**src/rtl/input_stabilizer.sv**
```systemverilog
// Two-flop synchronizer plus debounce filter for the external input word.
// A new value reaches input_data only after it has held for STABLE_CYCLES+1 synchronized samples.
module input_stabilizer #(
    parameter int WIDTH         = 16,
    parameter int STABLE_CYCLES = 4
) (
    input  logic             clk,
    input  logic             reset,
    input  logic [WIDTH-1:0] raw_in,
    output logic [WIDTH-1:0] input_data,
    output logic             data_valid,
    output logic             changed
);

    typedef enum logic [1:0] {
        INIT,
        STABLE,
        SETTLING
    } state_t;

    localparam logic [7:0] STABLE_CNT = 8'(STABLE_CYCLES);

    state_t           state_q, state_d;
    logic [WIDTH-1:0] sync1_q, sync2_q;
    logic [WIDTH-1:0] candidate_q, candidate_d;
    logic [WIDTH-1:0] data_q, data_d;
    logic [7:0]       count_q, count_d;
    logic             valid_q, valid_d;
    logic             changed_q, changed_d;

    always_ff @(posedge clk or negedge reset) begin
        if (!reset) begin
            state_q     <= INIT;
            sync1_q     <= '0;
            sync2_q     <= '0;
            candidate_q <= '0;
            data_q      <= '0;
            count_q     <= '0;
            valid_q     <= 1'b0;
            changed_q   <= 1'b0;
        end else begin
            state_q     <= state_d;
            sync1_q     <= raw_in;
            sync2_q     <= sync1_q;
            candidate_q <= candidate_d;
            data_q      <= data_d;
            count_q     <= count_d;
            valid_q     <= valid_d;
            changed_q   <= changed_d;
        end
    end

    // INIT and SETTLING share the count-and-commit path; only the commit side effects differ.
    always_comb begin
        state_d     = state_q;
        candidate_d = candidate_q;
        data_d      = data_q;
        count_d     = count_q;
        valid_d     = valid_q;
        changed_d   = 1'b0;
        case (state_q)
            INIT, SETTLING: begin
                if (sync2_q != candidate_q) begin
                    candidate_d = sync2_q;
                    count_d     = 8'd1;
                end else if (count_q == STABLE_CNT) begin
                    state_d = STABLE;
                    if (candidate_q != data_q) begin
                        data_d    = candidate_q;
                        changed_d = (state_q == SETTLING);
                    end
                    if (state_q == INIT) begin
                        valid_d = 1'b1;
                    end
                end else begin
                    count_d = count_q + 8'd1;
                end
            end
            STABLE: begin
                if (sync2_q != data_q) begin
                    candidate_d = sync2_q;
                    count_d     = 8'd1;
                    state_d     = SETTLING;
                end
            end
            default: begin
                state_d = INIT;
            end
        endcase
    end

    assign input_data = data_q;
    assign data_valid = valid_q;
    assign changed    = changed_q;

endmodule

```
**config.mk**
```make
export PLATFORM = sky130hd
export DESIGN_NAME = input_stabilizer
export DESIGN_NICKNAME = d
export VERILOG_FILES = /design/src/rtl/input_stabilizer.sv
export SDC_FILE = /design/constraint.sdc
export NUM_CORES = 1
export LEC_CHECK = 0
export BUFFER_PORTS_ARGS = -buffer_cell sky130_fd_sc_hd__buf_2
export CORE_MARGIN = 3
export CORE_UTILIZATION = 58
export CTS_CLUSTER_SIZE = 12
export DETAILED_ROUTE_END_ITERATION = 7
export MAX_ROUTING_LAYER = met4
export PLACE_DENSITY = 0.75
export SLEW_MARGIN = 5
export SYNTH_ARGS = -nofsm -noshare
export SYNTH_HDL_FRONTEND = slang
export SYNTH_SLANG_ARGS = --single-unit
```
**constraint.sdc**
```tcl
create_clock -name clk -period 3.1 [get_ports clk]
set_input_delay 0.93 -clock clk [delete_from_list [all_inputs] [get_ports clk]]
set_output_delay 0.93 -clock clk [all_outputs]
set_load 0.05 [all_outputs]
```
==> results of run 1 <==
per-stage QoR:
| step | setup WS [ns] | cells | area, um^2 |
|---|---|---|---|
| 2_1_floorplan | 0.804 | 234 | 3240 |
| 3_3_place_gp | 0.390 | 337 | 3500 |
| 3_5_place_dp | 0.351 | 337 | 3500 |
| 4_1_cts | 0.333 | 353 | 3730 |
| 5_1_grt | 0.211 | 353 | 3730 |
| 6_report | 0.323 | 353 | 3730 |
final timing paths:
check	from	to	slack (ns)	depth (start not counted)
worst max-delay path	candidate_q[15]	input_data[9]	0.32	6
worst min-delay path	sync1_q[14]	sync2_q[14]	0.35	0
worst max register to register	candidate_q[15]	input_data[9]	0.32	6
worst min register to register	sync1_q[14]	sync2_q[14]	0.35	0
max in group asynchronous	reset	candidate_q[4]	1.79	1
min in group asynchronous	reset	input_data[6]	0.70	1
worst reg2reg max path, stage by stage (launching register included):
cell     delay (ns)
dfrtp_1        0.42
xor2_1         0.18
nor4_1         0.49
nand4_1        0.18
or3_4          0.42
a31o_1         0.54
mux2_4         0.44
cells by family after synthesis:
family,after synthesis,synth area share
AOI/OAI and AO/OA,21,0.0552
xor gates and xnor gates,48,0.130
adders and majority gates,2,0.00772
buffers and inverters,10,0.0166
DFF,76,0.587
muxes,32,0.122
and+or+nand+nor,45,0.0822
flip-flops by register name, summed over array words and instances (netlist names):
signal / flops
sync1_q: 16
count_q: 8
input_data: 16
state_q: 2
data_valid: 1
sync2_q: 16
candidate_q: 16
changed: 1
cell type report:
type	instances	share of cell area
Clock inverter	6	0.0252
Clock buffer	10	0.0369
Multi-Input combinational cell	148	0.345
Timing Repair Buffer	39	0.0557
Tap cell	70	0.0235
Inverter	4	0.00403
Sequential cell	76	0.510
layer usage:
| layer | GRT usage | up-vias | part of all wire |
|---|---|---|---|
| li1 | - | 926 | - |
| met1 | 0.273 | 977 | 0.45 |
| met2 | 0.320 | 60 | 0.48 |
| met3 | 0.0698 | 9 | 0.055 |
| met4 | 0.0557 | 0 | 0.014 |
| met5 | - | - | 0 |
power groups by stage:
stage,logic (uW),registers (uW),clock network (uW)
after floorplan,41.9,1060,0
after global placement,80.1,1070,0
after detailed placement,81.7,1070,0
after CTS,82.4,1050,879
after global routing,91.6,1060,913
final,80.0,1050,851
cells in the final DEF, fill, tap and decap left out, drive strengths merged, types with 2 or more instances in the layout:
cell	Yosys	layout
nor4b	3	3
and3	2	2
bufinv	0	2
mux2	32	32
nor3	2	2
xnor2	8	8
buf	3	39
nor2b	2	2
nand4	4	4
dfrtp	76	76
nand2	2	2
a211o	3	3
a32o	6	6
o31ai	3	3
xor2	40	40
inv	4	6
clkbuf	3	10
o21ai	3	3
or4	2	2
ha	2	2
nand3	5	5
nor4	12	12
o21bai	2	2
nor2	7	7
==> flow_summary.ini, run 1 <==
[timing]
finClkSkew_ns = 0.00603
hold_viol_final = 0
clock.fmax_mhz = 360
period_share = 0.896
finalSetupViolCount = 0
relSlewSlack = 0.326
slew_violations = 0
finalCriticalPeriod_ns = 2.78
tns_ns = 0
worst_slew_pin_slew_ns = 1.01
rsz0062_at_grt = no
whs_ns = 0.351

[cts]
clockBufferDepth = 2
cts_inserted_buffers = 9
h-tree-depth = 3
holdBufCountCts = 0
cts_setup_buffers = 0
clkTransAtPathRegs_ns = 0.08
clock_latency_ns = 0.35
clock-sinks = 76
tritoncts = yes
cts_resized = 0
root_buffer = clkbuf_8

[grt]
grt_pass1_wl_um = 9740
grt_start_max_net_pins = 77
antenna_found_initial = 0
track_usage = 0.210
grt_pass1_vias = 1988
grt_overflow = 0

[critical_path]
worst_setup_path_end_kind = flop
critPathTopFamily = simple AND/OR/NAND/NOR gates
path_class = reg2reg
crit_path_cell_trace = xor2_1 > nor4_1 > nand4_1 > or3_4 > a31o_1 > mux2_4
cp.arrival_ns = 3.02
slowest_delay_ns = 0.54
worstPathMaxFanout = 17
cpMaxStageDelayCell = a31o_1
required_ns = 3.34
worstSetupStartpointType = flop
path_buf_inv = 0

[logic_synthesis]
synth_area_leaders = dfrtp_1, xor2_1, mux2_2, mux2_4, nor4_1
synth_seq_cells = 76
yosysMostFrequentCell = dfrtp_1
synth_commonest_cells = dfrtp_1, xor2_1, mux2_2, nor4_1, mux2_4
synthesis.instances = 234
ys.warnings.count = 0
synth_nets = 254
synth_top_area_frac = 0.587
postSynthAreaPerCell_um2 = 13.8
ys_seq_area_frac = 0.587
synth_area_mm2 = 0.00324
async_flop_share = 1.00
synth_edf_count = 0
ys.flop_type = dfrtp_1
ys_types = 34
yosysTopAreaCell = dfrtp_1

[run]
drv_cap = 0

[detailed_routing]
drt_wl_total_um = 5780
drc = 0
first_pass_iters = 4
post_drt_via_cell_ratio = 5.59
ant_nets = 0
routedWlPerCell_um = 16.4
dr_total_vias = 1972
initialDrtViolationCount = 95

[cells_and_area]
antenna_cells = 0
num-fill-cells = 397
drive_above_1_share = 0.325
syn2layout_area_growth_pct = 15.1
nNetsFinal = 298
seqCellArea_mm2 = 0.00190
multi_input_area_mm2 = 0.00128
final_core_utilization = 0.708

[floorplan]
design.core.area_mm2 = 0.00527
initial_core_util = 0.615
row_count = 26
die-area_mm2 = 0.00652
die_w_um = 80.7
boundaryPins = 36
die_h_um = 80.7

[power]
sw_frac_of_total = 0.223
power_density_mw_per_mm2 = 532
p_total_uw = 1980
p_clk_frac = 0.429
power_switching_uw = 441
ir_worst_vdd_mv = 0.496
p_seq_frac = 0.530
p_leak_uw = 0.00183
p_comb_frac = 0.040
power.internal_uw = 1540

[outcome]
status = finished clean

[placed_design]
hpwl_um = 3940
gp_congestion = 0.902
port_buffers = 35

[worst_hold_path]
hp-class = reg2reg
Power figures use the tool's default switching activity.
==> run 2: changes to the inputs <==
--- a/config.mk
+++ b/config.mk
@@ -5,6 +5,7 @@
 export SDC_FILE = /design/constraint.sdc
 export NUM_CORES = 1
 export LEC_CHECK = 0
+export ABC_CLOCK_PERIOD_IN_PS = 3100
 export BUFFER_PORTS_ARGS = -buffer_cell sky130_fd_sc_hd__buf_2
 export CORE_MARGIN = 3
 export CORE_UTILIZATION = 58
@@ -12,6 +13,7 @@
 export DETAILED_ROUTE_END_ITERATION = 7
 export MAX_ROUTING_LAYER = met4
 export PLACE_DENSITY = 0.75
+export REMOVE_ABC_BUFFERS = 1
 export SLEW_MARGIN = 5
 export SYNTH_ARGS = -nofsm -noshare
 export SYNTH_HDL_FRONTEND = slang
==> run 2 against run 1 <==
Setup slack worse by 0.00078 ns. Utilization is 0.78 points lower. Power is 4.9% lower. Critical endpoint is now input_data[10]. Largest cell class unchanged. Largest power group unchanged. Highest routed layer unchanged.
==> flow_summary.ini, run 2 (synthesis gave the netlist of run 1 again) <==
[outcome]
status = finished clean

[grt]
track_usage = 0.213
grt_overflow = 0
antenna_found_initial = 0
grt_start_max_net_pins = 77
grt_pass1_vias = 2067
grt_pass1_wl_um = 9960

[detailed_routing]
routedWlPerCell_um = 16.7
drc = 0
ant_nets = 0
initialDrtViolationCount = 36
drt_wl_total_um = 5890
post_drt_via_cell_ratio = 5.52
first_pass_iters = 4
dr_total_vias = 1944

[cts]
h-tree-depth = 3
clkTransAtPathRegs_ns = 0.08
clock_latency_ns = 0.35
root_buffer = clkbuf_8
tritoncts = yes
cts_inserted_buffers = 9
clock-sinks = 76
cts_setup_buffers = 0
cts_resized = 0
clockBufferDepth = 2
holdBufCountCts = 0

[power]
ir_worst_vdd_mv = 0.456
power_switching_uw = 449
power_density_mw_per_mm2 = 511
p_comb_frac = 0.042
p_clk_frac = 0.400
sw_frac_of_total = 0.238
p_leak_uw = 0.00181
power.internal_uw = 1440
p_seq_frac = 0.558

[placed_design]
gp_congestion = 0.835
hpwl_um = 4000
port_buffers = 35
dp_slack_ns = 0.447
dp.cells = 336

[timing]
tns_ns = 0
worst_slew_pin_slew_ns = 0.966
setup_ws_ns = 0.322
finClkSkew_ns = 0.00559
relSlewSlack = 0.356
hold_viol_final = 0
slew_violations = 0
finalCriticalPeriod_ns = 2.78
rsz0062_at_grt = no
finalSetupViolCount = 0
period_share = 0.896
clock.fmax_mhz = 360

[run]
drv_cap = 0

[critical_path]
worstPathMaxFanout = 17
worstSetupStartpointType = flop
worst_setup_path_end_kind = flop
crit_path_cell_trace = xor2_1 > nor4_1 > nand4_1 > or3_4 > a31o_1 > mux2_4
path_class = reg2reg
critPathTopFamily = simple AND/OR/NAND/NOR gates
required_ns = 3.34
cpMaxStageDelayCell = a31o_1
reg2reg_setup_slack_ns = 0.32
slowest_delay_ns = 0.52
reg2reg_depth = 6
path_buf_inv = 0
cp.arrival_ns = 3.01
path_depth = 6

[cells_and_area]
num-fill-cells = 410
drive_above_1_share = 0.323
nNetsFinal = 297
layout_common_cells = dfrtp_1, xor2_1, buf_2
final_cells = 352
layout_commonest_cell = dfrtp_1
antenna_cells = 0
syn2layout_area_growth_pct = 13.8

[floorplan]
row_count = 26
boundaryPins = 36
die_h_um = 80.7
initial_core_util = 0.615
die-area_mm2 = 0.00652
design.core.area_mm2 = 0.00527
die_w_um = 80.7

[worst_hold_path]
hp-class = reg2reg
min_path_cells = 0
run 2: stage by stage:
step / hold slack [ns] / instance area [um^2] / utilization / total power [uW]
detailed placement: 0.335 / 3490 / 0.662 / 1150
global route: 0.360 / 3690 / 0.700 / 1960
global placement: 0.332 / 3490 / 0.662 / 1150
finish: 0.349 / 3690 / 0.700 / 1880
floorplan: 0.331 / 3200 / - / 1110
CTS: 0.352 / 3690 / 0.700 / 1910
run 2: area by class of cell:
cell class	instances	area [um^2]	share of cell area
flip-flops and latches	76	1900	0.516
multi-input cells	148	1280	0.348
repair buffers	38	200	0.0543
clock buffers	9	124	0.0336
well taps	70	87.6	0.0238
clock inverters	7	73.8	0.0200
inverters	4	15.0	0.00407
run 2: final timing paths:
path	from	end
max	candidate_q[8]	input_data[10]
min	sync1_q[11]	sync2_q[11]
max reg2reg	candidate_q[8]	input_data[10]
min reg2reg	sync1_q[11]	sync2_q[11]
max in group asynchronous	reset	sync2_q[9]
min in group asynchronous	reset	sync1_q[8]
run 2: power groups by stage:
stage	Combinational, uW	Clock (uW)	Sequential (uW)
after floorplan	41.9	0	1060
after global placement	80.6	0	1070
after detailed placement	81.0	0	1070
after CTS	82.3	773	1050
after global routing	90.9	808	1060
final	79.6	753	1050
run 2: per-layer routing:
layer,global-route usage,wire length (um)
met5,-,0
met1,0.266,2760
met4,0.0608,65
met2,0.339,2860
met3,0.0665,212
==> run 3: changes to the inputs <==
--- a/config.mk
+++ b/config.mk
@@ -5,14 +5,14 @@
 export SDC_FILE = /design/constraint.sdc
 export NUM_CORES = 1
 export LEC_CHECK = 0
-export ABC_CLOCK_PERIOD_IN_PS = 3100
+export ABC_CLOCK_PERIOD_IN_PS = 3450
 export BUFFER_PORTS_ARGS = -buffer_cell sky130_fd_sc_hd__buf_2
 export CORE_MARGIN = 3
-export CORE_UTILIZATION = 58
+export CORE_UTILIZATION = 60
 export CTS_CLUSTER_SIZE = 12
 export DETAILED_ROUTE_END_ITERATION = 7
 export MAX_ROUTING_LAYER = met4
-export PLACE_DENSITY = 0.75
+export PLACE_DENSITY = 0.77
 export REMOVE_ABC_BUFFERS = 1
 export SLEW_MARGIN = 5
 export SYNTH_ARGS = -nofsm -noshare
==> constraint.sdc (replaced) <==
create_clock -name clk -period 3.45 [get_ports clk]
set_input_delay 1.035 -clock clk [delete_from_list [all_inputs] [get_ports clk]]
set_output_delay 1.035 -clock clk [all_outputs]
set_load 0.05 [all_outputs]
==> run 3 against run 2 <==
Sequential share of layout area about the same. Utilization is 1.3 points higher. Global-route usage rose by 0.87 points. Routed wire length shrank 2.0%. Cell count fell by 0.28%. Largest cell class unchanged. Clock power down 11%. Combinational power fell by 7.8%. First-iteration DRC count grew 130%. Setup slack improved by 0.23 ns. Critical path type unchanged. Largest power group unchanged.
==> flow_summary.ini, run 3 (synthesis gave the netlist of run 1 again) <==
[cells_and_area]
layout_common_cells = dfrtp_1, xor2_1, buf_2
syn2layout_area_growth_pct = 13.7
nNetsFinal = 296
antenna_cells = 0
layout_commonest_cell = dfrtp_1
num-fill-cells = 375
drive_above_1_share = 0.317

[detailed_routing]
routedWlPerCell_um = 16.4
drt_wl_total_um = 5770
first_pass_iters = 5
ant_nets = 0
drc = 0
dr_total_vias = 1987
post_drt_via_cell_ratio = 5.66
initialDrtViolationCount = 84

[power]
p_total_uw = 1690
ir_worst_vdd_mv = 0.378
p_leak_uw = 0.00181
power_density_mw_per_mm2 = 459

[timing]
finalCriticalPeriod_ns = 2.90
finClkSkew_ns = 0.0108
clock.fmax_mhz = 345
finalSetupViolCount = 0
slew_violations = 0
relSlewSlack = 0.304
rsz0062_at_grt = no
period_share = 0.840
worst_slew_pin_slew_ns = 1.04
tns_ns = 0
setup_ws_ns = 0.552
hold_viol_final = 0

[cts]
cts_resized = 0
h-tree-depth = 3
clkTransAtPathRegs_ns = 0.08
cts_inserted_buffers = 9
holdBufCountCts = 0
cts_setup_buffers = 0
root_buffer = clkbuf_8
clockBufferDepth = 2
clock-sinks = 76
tritoncts = yes
clock_latency_ns = 0.35

[grt]
grt_busiest_layer = met2
track_usage = 0.222
grt_start_max_net_pins = 77
grt_use_met3 = 0.0711
grt_pass1_wl_um = 9940
grt_util_met2 = 0.348
grt_pass1_vias = 2021
antenna_found_initial = 0
grt_overflow = 0
use_met1 = 0.263

[placed_design]
hpwl_um = 3960
gp_congestion = 0.787
dp_slack_ns = 0.592
port_buffers = 35

[critical_path]
worst_setup_path_end_kind = flop
reg2reg_depth = 7
cp.arrival_ns = 3.13
r2r-start = candidate_q[15]
reg2reg_setup_slack_ns = 0.55
required_ns = 3.68
path_class = reg2reg
worstPathMaxFanout = 17
worstSetupStartpointType = flop
r2r-end = input_data[8]

[floorplan]
die_h_um = 79.5
die-area_mm2 = 0.00632
die_w_um = 79.5
row_count = 26
initial_core_util = 0.627
boundaryPins = 36
design.core.area_mm2 = 0.00517

[worst_hold_path]
min_path_cells = 0
hold_start = sync1_q[4]
hold_end = sync2_q[4]
hp-class = reg2reg

[run]
drv_cap = 0

[outcome]
status = finished clean
-- run 3: critical path, cell delays in order (launching register included) --
cell and delay [ns]:
dfrtp_1 0.43, xor2_1 0.19, nor4_1 0.44, nand4_1 0.14
buf_4 0.20, or3_4 0.38, a31o_1 0.55, mux2_4 0.44
-- run 3: how the worst max path moves through the flow --
stage / endpoint / startpoint
global placement: input_data[9] / candidate_q[15]
detailed placement: input_data[10] / candidate_q[15]
global route: input_data[11] / candidate_q[15]
finish: input_data[8] / candidate_q[15]
CTS: input_data[8] / candidate_q[15]
floorplan: input_data[10] / candidate_q[10]
-- run 3: stage by stage --
| step | hold slack [ns] | instance area [um^2] | utilization | instances |
|---|---|---|---|---|
| floorplan | 0.331 | 3200 | - | 228 |
| global placement | 0.332 | 3480 | 0.673 | 335 |
| detailed placement | 0.335 | 3480 | 0.673 | 335 |
| CTS | 0.346 | 3680 | 0.712 | 351 |
| global route | 0.364 | 3680 | 0.712 | 351 |
| finish | 0.341 | 3680 | 0.712 | 351 |
-- run 3: power breakdown --
part	total [uW]	leakage (uW)	internal (uW)	switching, uW
Sequential	945	0.000945	919	25.6
Combinational	73.4	0.000758	32.7	40.7
Clock	672	0.000103	356	316
-- run 3: layout make-up --
class | instances | area, um^2 | area share
flip-flops and latches | 76 | 1900 | 0.516
multi-input cells | 148 | 1280 | 0.349
clock buffers | 11 | 141 | 0.0384
clock inverters | 5 | 61.3 | 0.0166
well taps | 70 | 87.6 | 0.0238
repair buffers | 37 | 193 | 0.0523
inverters | 4 | 15.0 | 0.00407
-- run 3: metal layers --
layer	wire [um]	vias up
met4	174	0
met2	2860	40
met5	0	-
met1	2490	1008
li1	-	924
met3	243	15
